File: src/rtl/calc_pkg.sv
// Shared types and constants for the calculator sequencing controller.
package calc_pkg;

  localparam int unsigned W         = 8;
  localparam int unsigned MA_BITS   = 4;
  localparam int unsigned MB_BITS   = 3;
  localparam int unsigned MUL_MAX_A = 15;
  localparam int unsigned MUL_MAX_B = 7;
  localparam int unsigned ACC_W     = MA_BITS + MB_BITS;
  localparam int unsigned STEP_W    = $clog2(MB_BITS + 1);

  typedef enum logic [1:0] {
    OP_ADD  = 2'b00,
    OP_SUB  = 2'b01,
    OP_MUL  = 2'b10,
    OP_RSVD = 2'b11
  } op_e;

  typedef enum logic [1:0] {
    S_IDLE     = 2'b00,
    S_MUL_STEP = 2'b01,
    S_DONE     = 2'b10
  } state_e;

  // Two's complement magnitude; -2**(W-1) maps to itself, which is out of any MUL range.
  function automatic logic [W-1:0] abs_w(input logic [W-1:0] x);
    return x[W-1] ? (W'(0) - x) : x;
  endfunction

endpackage

File: src/rtl/calc_and_row.sv
// One partial-product row: a magnitude vector gated by a single multiplier bit.
module calc_and_row
  import calc_pkg::*;
(
  input  logic [MA_BITS-1:0] i_vec,
  input  logic               i_bit,
  output logic [MA_BITS-1:0] o_vec
);

  assign o_vec = i_vec & {MA_BITS{i_bit}};

endmodule

File: src/rtl/calc_seq_ctrl.sv
// Calculator sequencing controller: single-step ADD/SUB, shift-and-add MUL,
// valid/ready handshakes on both request and result sides.
module calc_seq_ctrl
  import calc_pkg::*;
(
  input  logic         clk,
  input  logic         rst,
  input  logic         in_valid,
  output logic         in_ready,
  input  logic [1:0]   op,
  input  logic [W-1:0] a,
  input  logic [W-1:0] b,
  output logic         res_valid,
  input  logic         res_ready,
  output logic [W-1:0] result,
  output logic         ovf,
  output logic         err,
  output logic         busy
);

  state_e             r_state;
  logic               r_in_ready;
  logic               r_res_valid;
  logic [W-1:0]       r_result;
  logic               r_ovf;
  logic               r_err;
  logic               r_busy;
  logic               r_sign;
  logic [MA_BITS-1:0] r_ma;
  logic [MB_BITS-1:0] r_mb;
  logic [ACC_W-1:0]   r_acc;
  logic [STEP_W-1:0]  r_step;

  op_e                w_op;
  logic [W-1:0]       w_sum;
  logic [W-1:0]       w_diff;
  logic [W-1:0]       w_neg_b;
  logic               w_ovf_add;
  logic               w_ovf_sub;
  logic [W-1:0]       w_abs_a;
  logic [W-1:0]       w_abs_b;
  logic               w_mul_ok;
  logic [MB_BITS:0]   w_mb_ext;
  logic [MA_BITS-1:0] w_row;
  logic [ACC_W-1:0]   w_pp;
  logic [ACC_W-1:0]   w_acc_next;
  logic [W-1:0]       w_prod;
  logic               w_last_step;

  // Single-step arithmetic and the MUL range check, evaluated on the live request.
  assign w_op      = op_e'(op);
  assign w_sum     = a + b;
  assign w_diff    = a - b;
  assign w_neg_b   = W'(0) - b;
  assign w_ovf_add = (a[W-1] == b[W-1])       && (w_sum[W-1]  != a[W-1]);
  assign w_ovf_sub = (a[W-1] == w_neg_b[W-1]) && (w_diff[W-1] != a[W-1]);
  assign w_abs_a   = abs_w(a);
  assign w_abs_b   = abs_w(b);
  assign w_mul_ok  = (w_abs_a <= W'(MUL_MAX_A)) && (w_abs_b <= W'(MUL_MAX_B));

  // Zero-extended so the step counter can index it over its full range.
  assign w_mb_ext = {1'b0, r_mb};

  calc_and_row u_and_row (
    .i_vec (r_ma),
    .i_bit (w_mb_ext[r_step]),
    .o_vec (w_row)
  );

  assign w_pp        = ACC_W'(w_row) << r_step;
  assign w_acc_next  = r_acc + w_pp;
  assign w_prod      = r_sign ? (W'(0) - W'(w_acc_next)) : W'(w_acc_next);
  assign w_last_step = (r_step == STEP_W'(MB_BITS - 1));

  always_ff @(posedge clk) begin
    if (rst) begin
      r_state     <= S_IDLE;
      r_in_ready  <= 1'b1;
      r_res_valid <= 1'b0;
      r_result    <= '0;
      r_ovf       <= 1'b0;
      r_err       <= 1'b0;
      r_busy      <= 1'b0;
      r_sign      <= 1'b0;
      r_ma        <= '0;
      r_mb        <= '0;
      r_acc       <= '0;
      r_step      <= '0;
    end else begin
      case (r_state)
        S_IDLE: begin
          if (in_valid) begin
            r_in_ready <= 1'b0;
            r_busy     <= 1'b1;
            case (w_op)
              OP_ADD: begin
                r_result    <= w_sum;
                r_ovf       <= w_ovf_add;
                r_err       <= 1'b0;
                r_res_valid <= 1'b1;
                r_state     <= S_DONE;
              end
              OP_SUB: begin
                r_result    <= w_diff;
                r_ovf       <= w_ovf_sub;
                r_err       <= 1'b0;
                r_res_valid <= 1'b1;
                r_state     <= S_DONE;
              end
              OP_MUL: begin
                if (w_mul_ok) begin
                  r_sign  <= a[W-1] ^ b[W-1];
                  r_ma    <= w_abs_a[MA_BITS-1:0];
                  r_mb    <= w_abs_b[MB_BITS-1:0];
                  r_acc   <= '0;
                  r_step  <= '0;
                  r_state <= S_MUL_STEP;
                end else begin
                  r_result    <= '0;
                  r_ovf       <= 1'b0;
                  r_err       <= 1'b1;
                  r_res_valid <= 1'b1;
                  r_state     <= S_DONE;
                end
              end
              default: begin
                r_result    <= '0;
                r_ovf       <= 1'b0;
                r_err       <= 1'b1;
                r_res_valid <= 1'b1;
                r_state     <= S_DONE;
              end
            endcase
          end
        end

        // One partial-product row per cycle; the last row also loads the signed result.
        S_MUL_STEP: begin
          r_acc  <= w_acc_next;
          r_step <= r_step + STEP_W'(1);
          if (w_last_step) begin
            r_result    <= w_prod;
            r_ovf       <= 1'b0;
            r_err       <= 1'b0;
            r_res_valid <= 1'b1;
            r_state     <= S_DONE;
          end
        end

        // Result and flags stay put until consumed; the request side reopens a cycle later.
        S_DONE: begin
          if (res_ready) begin
            r_res_valid <= 1'b0;
            r_in_ready  <= 1'b1;
            r_busy      <= 1'b0;
            r_state     <= S_IDLE;
          end
        end

        default: begin
          r_state     <= S_IDLE;
          r_in_ready  <= 1'b1;
          r_res_valid <= 1'b0;
          r_busy      <= 1'b0;
        end
      endcase
    end
  end

  assign in_ready  = r_in_ready;
  assign res_valid = r_res_valid;
  assign result    = r_result;
  assign ovf       = r_ovf;
  assign err       = r_err;
  assign busy      = r_busy;

endmodule

File: config.mk
export PLATFORM = sky130hd
export DESIGN_NAME = calc_seq_ctrl
export DESIGN_NICKNAME = d
export VERILOG_FILES = /design/src/rtl/calc_pkg.sv /design/src/rtl/calc_and_row.sv /design/src/rtl/calc_seq_ctrl.sv
export SDC_FILE = /design/constraint.sdc
export NUM_CORES = 1
export LEC_CHECK = 0
export ABC_AREA = 1
export BUFFER_PORTS_ARGS = -buffer_cell sky130_fd_sc_hd__clkbuf_2
export CAP_MARGIN = 25
export CORE_MARGIN = 3
export CORE_UTILIZATION = 38
export CTS_BUF_LIST = sky130_fd_sc_hd__clkbuf_16
export DETAILED_ROUTE_END_ITERATION = 6
export PLACE_DENSITY = 0.56
export SKIP_LAST_GASP = 1
export SLEW_MARGIN = 40
export SYNTH_ARGS = -nofsm -noshare
export SYNTH_HDL_FRONTEND = slang
export SYNTH_SLANG_ARGS = --single-unit
File: constraint.sdc
create_clock -name clk -period 3 [get_ports clk]
set_clock_uncertainty 0.15 [all_clocks]
set_input_delay 0.3 -clock clk [delete_from_list [all_inputs] [get_ports clk]]
set_output_delay 0.3 -clock clk [all_outputs]
set_load 0.02 [all_outputs]
## Word-level counts from Yosys, hierarchy flattened

Index checks and enable logic that the tools add are counted.

- Bits of input ports: 22
- Output and inout port bits: 13
- Flip-flop bits (word level): 32

- $lt $le $gt $ge: 3
- Muxes and demuxes: 43
- Add/sub/neg operators: 7
- Eq/ne operators: 15
- Shift-type cells: 1
- Reductions and logical operators: 13
- Bitwise logic cells: 3

Operator list:

| kind | number |
|---|---|
| 2-to-1 mux 8 bit | 6 |
| one-hot mux 8 bit (3 select lines) | 1 |
| 2-to-1 mux 7 bit | 3 |
| 2-to-1 mux 2 bit | 8 |
| one-hot mux 8 bit (2 select lines) | 1 |
| AND reduction 4 bit | 4 |
| subtractor 1 x 8 -> 8 bit, first input constant | 2 |
| one-hot mux 7 bit (2 select lines) | 1 |
| 2-to-1 mux 1 bit | 13 |
| one-hot mux 1 bit (3 select lines) | 4 |
| adder 8 bit | 1 |
| less-or-equal comparator 8 x 3 -> 1 bit, second input constant | 1 |
| less-or-equal comparator 8 x 4 -> 1 bit, second input constant | 1 |
| != test 2 bit, second input constant | 4 |
| subtractor 1 x 7 -> 8 bit, first input constant | 1 |
| subtractor 8 bit | 1 |
| adder 7 bit | 1 |
| << shifter 4 x 2 -> 7 bit | 1 |
| == test 2 bit, second input constant | 3 |
| one-hot mux 1 bit (2 select lines) | 3 |
| one-hot mux 2 bit (3 select lines) | 1 |
| AND reduction 3 bit | 2 |
| AND 4 bit | 1 |
| == test 2 x 1 -> 1 bit, second input constant | 2 |
| 14 further kinds | 19 |

## Longest topological paths before layout

- Depth in word-level cells: 9
- Depth in mapped cells: 25
- Mapped depth without buffers: 25

## Cells and area by module

A second synthesis with hierarchy kept.

- Cells, all modules: 502
- Area total of the unflattened synthesis: 3059.2 um^2

Modules (own cells, without submodules):

| module | cells an instance | area each (um^2) | sequential area each (um^2) | times used |
|---|---|---|---|---|
| calc_seq_ctrl | 494 | 3029.2 | 640.6 | 1 |
| calc_and_row | 8 | 30.0 | 0.0 | 1 |

## Worst setup path before layout

Ideal clock, no wire load.

- Kind: reg2reg
- Start: register r_step[0]
- End: register r_result[6] (netlist: result[6])
- Path slack: 0.203 ns
- Period minus slack after synthesis: 2.797 ns
- Arrival: 2.581 ns
- Path buffers: 0
- Cell stages (with the launch flop): 23
- Cell sequence: dfxtp_1 > clkinv_1 > nand2_1 > nand2_1 > o211ai_1 > inv_1 > nand2_1 > nor2_1 > a31oi_1 > nor2_1 > fa_1 > inv_1 > ha_1 > inv_1 > nor2_1 > nand2_1 > nor2_1 > nand2_1 > nand2_1 > nand2_1 > nand2_1 > nand2_1 > a21oi_2

- Longest elaborated chain between the ends: 9
- Elaborated cells on any way between the ends: 12
- Those cells by class: add/sub (2); eq/ne (2); shift (1); mux (5); bitwise (1); reduce/logical (1)

RTL lines:

| what | RTL line | text |
|---|---|---|
| start: declaration | calc_seq_ctrl.sv:32 | `logic [STEP_W-1:0] r_step;` |
| start signal: assignment | calc_seq_ctrl.sv:140 | `r_step <= r_step + STEP_W'(1);` |
| binary-select mux 1 bit (select 2 bit) | calc_seq_ctrl.sv:66 | `.i_bit (w_mb_ext[r_step]),` |
| 2-to-1 mux 1 bit (implied by the code) | calc_seq_ctrl.sv:66 |  |
| AND 4 bit | calc_and_row.sv:10 | `assign o_vec = i_vec & {MA_BITS{i_bit}};` |
| << shifter 4 x 2 -> 7 bit | calc_seq_ctrl.sv:70 | `assign w_pp = ACC_W'(w_row) << r_step;` |
| adder 7 bit | calc_seq_ctrl.sv:71 | `assign w_acc_next = r_acc + w_pp;` |
| subtractor 1 x 7 -> 8 bit | calc_seq_ctrl.sv:72 | `assign w_prod = r_sign ? (W'(0) - W'(w_acc_next)) : W'(w_acc_next);` |
| 2-to-1 mux 8 bit | calc_seq_ctrl.sv:72 |  |
| 2-to-1 mux 8 bit | calc_seq_ctrl.sv:141 | `if (w_last_step) begin` |
| one-hot mux 8 bit (2 select lines) | calc_seq_ctrl.sv:90 | `case (r_state)` |
| end signal: assignment | calc_seq_ctrl.sv:97 | `r_result <= w_sum;` |
| end signal: assignment | calc_seq_ctrl.sv:104 | `r_result <= w_diff;` |
| end signal: assignment | calc_seq_ctrl.sv:142 | `r_result <= w_prod;` |
| end: declaration | calc_seq_ctrl.sv:24 | `logic [W-1:0] r_result;` |

Parallel ways exist; a longest one is shown, timed or not. The select of a mux whose other input is x is not followed.
A chain may end at the register's enable or synchronous reset.

## Worst setup path after layout

- Start: register r_step[0]
- End: register r_result[7] (netlist: result[7])

Same word-level chain as after synthesis.

==> results.toml <==
[sta]
slew_violations = 0
finalHoldViolations = 0
tightest_slew_ps = 495.9
finalHoldWorstSlack_ps = 135.6
post-route-min-period_ps = 2772
setup_ws_ps = 228.3
setup_viol = 0
post-route-period-util_pct = 92.39
rsz0062_at_grt = "true"
max_freq_mhz = 360.8
relSlewSlack_pct = 66.91

[global_route]
grt_max_degree = 18
globalRouteOverflowTotal = 0
first_global_vias = 3019
grt_usage_pct = 19.23
antenna_found_initial = 0
grt_pass1_wl_um = 13900

[setup_path]
crit_slowest_cell = "fa_1"
path_max_fanout = 5
crit_arrival_ps = 2800
cpPeakStageDelay_ps = 440
start_kind = "register"
crit_buf_inv = 3
path_cells = "inv_2, nand2_1, nand2_1, o211ai_1, inv_2, nand2_2, nor3_2, ha_2, fa_1, inv_2, nand4_1, nand3b_1, nor2_1, nand2_1, nand2_1, nand2_1, nor2_1, nor2_1"
crit_top_cell = "nand2_1"
cp_top_family = "simple AND/OR/NAND/NOR gates"
cp-end-kind = "register"
critical_path_class = "reg2reg"
required_ps = 3030

[drt]
first_pass_iters = 6
drt-total-wl_um = 8266
drc = 0
vias = 3269
wl_per_cell_um = 12.60
detail_route.vias_per_cell = 4.983
ant_nets = 0
drt_iter0_markers = 156

[clock_network]
insertion_delay_ps = 280
cts_htree_levels = 2
clockBufferDepth = 2
cts_sinks = 32
root_buffer = "clkbuf_16"
ctsHoldBuffers = 0
cts.clk_slew.worst_paths_ps = 60
cts_buffers = 5
tritoncts = "built"

[yosys]
ys_ff_latch = 32
yosysMostFrequentCell = "nand2_1"
async_flop_share_pct = 0
synth_commonest_cells = "nand2_1, nor2_1, inv_1, nand3_1, a21oi_1"
synthCells = 510
ys_warn_count = 0
yosysSeqAreaShare_pct = 21.03
synth_area_leader_cell = "dfxtp_1"
synth_area_leaders = "dfxtp_1, nand2_1, ha_1"
synth_flop_cell = "dfxtp_1"
syn_nets = 561
ys_types = 38
synth.avg_cell_area_um2 = 5.974
yosysTopAreaCellShare_pct = 21.03
synth_edf_count = 0
syn_area_um2 = 3047

[run]
max-cap-violations = 0

[floorplan]
initial_core_util_pct = 39.22
fp.dieH_um = 95.54
fp.coreArea_um2 = 7767
ios = 35
rows = 32
fp.dieArea_um2 = 9128
fp.dieW_um = 95.54

[placement]
hpwlAfterDp_um = 6588
port_buffers = 34
dp_slack_ps = 108.1
place_congestion = 0.9204
place_inst = 644

[hold_path]
hp-class = "in2reg"

[cells_and_area]
syn_to_final_growth_pct = 18.11
nets = 604
n_antenna_cell = 0
drive_above_1_share_pct = 17.15
fillCellCount = 839
fin_cells = 656
utilization_pct = 46.33

[power_and_ir_drop]
powerDensity_nw_per_um2 = 449.9
peakVddDrop_mv = 0.3128
p_leak_nw = 1.836

[status]
outcome = "complete, no violations"
## power breakdown
part / internal, W / switching (W) / leakage [nW]
registers: 0.000466 / 0.0000244 / 0.262
logic: 0.000176 / 0.000354 / 1.49
clock network: 0.000394 / 0.000204 / 0.0804
total: 0.00104 / 0.000582 / 1.84
## tightest hold or removal path, cell delays in order
cell and delay, ps:
clkbuf_2 90, o21ai_1 60, nand2_1 50, inv_1 30
## through the flow
stage          area [um^2]  TNS [ps]  total power [W]
4_1_cts               3511         0         0.001630
6_report              3598         0         0.001619
3_5_place_dp          3339         0         0.001025
5_1_grt               3598    -51.42         0.001728
2_1_floorplan         3047         0        0.0008792
3_3_place_gp          3339         0         0.001021
## layout by cell type (no fill, tap or decap), types with 2 or more instances in the layout
master | Yosys | layout
nor2_1 | 67 | 63
clkbuf_2 | 0 | 34
nor3_2 | 1 | 2
fa_1 | 3 | 3
nand4_1 | 11 | 11
nor2_2 | 3 | 7
buf_4 | 0 | 10
inv_1 | 63 | 60
o21bai_1 | 2 | 2
xor2_1 | 3 | 3
or2_2 | 3 | 3
ha_2 | 0 | 2
o21ai_0 | 25 | 22
o22ai_1 | 2 | 2
a21oi_2 | 4 | 5
nand3b_1 | 2 | 2
nor2_4 | 2 | 2
a21oi_1 | 36 | 35
dfxtp_1 | 32 | 30
nand2_2 | 4 | 8
inv_2 | 4 | 8
nor3_1 | 4 | 3
o21ai_1 | 2 | 5
ha_1 | 26 | 23
nand3_1 | 40 | 40
nand2_1 | 152 | 148
clkbuf_16 | 0 | 5
## routing by layer
| layer | vias up | global-route usage (%) | share of wire [%] |
|---|---|---|---|
| li1 | 1729 | - | - |
| met1 | 1471 | 25.06 | 48 |
| met2 | 56 | 32.48 | 47 |
| met3 | 13 | 3.078 | 3.0 |
| met4 | 0 | 5.687 | 1.9 |
| met5 | - | 0 | 0 |
## cell type report
| cell class | count | area (um^2) | share of cell area [%] |
|---|---|---|---|
| Timing Repair Buffer | 44 | 245.2 | 6.815 |
| Tap cell | 102 | 127.6 | 3.547 |
| Multi-Input combinational cell | 402 | 2153 | 59.84 |
| Sequential cell | 32 | 645.6 | 17.94 |
| Clock buffer | 5 | 125.1 | 3.477 |
| Inverter | 68 | 255.2 | 7.093 |
| Clock inverter | 3 | 46.29 | 1.287 |
## final timing paths
| check | startpoint | end | slack (ps) | cells past startpoint |
|---|---|---|---|---|
| max | r_step[0]$_SDFFE_PP0P_ | result[7]$_SDFFE_PP0P_ | 230 | 18 |
| min reg2reg | res_valid$_SDFFE_PP0P_ | res_valid$_SDFFE_PP0P_ | 310 | 2 |
| min | res_ready | r_state[1]$_SDFFE_PP0P_ | 140 | 4 |
| max reg2reg | r_step[0]$_SDFFE_PP0P_ | result[7]$_SDFFE_PP0P_ | 230 | 18 |
## state kept, by name (all words and copies together), names as in the netlist
signal / flops
res_valid: 1
r_sign: 1
r_acc: 7
r_state: 2
busy: 1
r_step: 2
ovf: 1
in_ready: 1
result: 8
r_mb: 3
r_ma: 4
err: 1
## cell families (layout without fill, tap and decap cells)
kind of cell | count (synthesis) | in the layout | synth area share (%)
AO/OA/AOI/OAI | 76 | 76 | 13.63
flip-flops | 32 | 32 | 21.03
adder cells (fa/ha/maj) | 29 | 29 | 12.65
XOR/XNOR | 3 | 3 | 0.8626
buffers and inverters | 76 | 120 | 10.02
AND/OR/NAND/NOR | 293 | 293 | 41.48
multiplexers | 1 | 1 | 0.3286
## what timing repair did
action | in CTS | in global routing
resized for setup | 0 | 25
buffers inserted | 0 | 4
endpoints found under the setup margin | 0 | 8
Note: power is estimated with default switching activity, not from simulation.
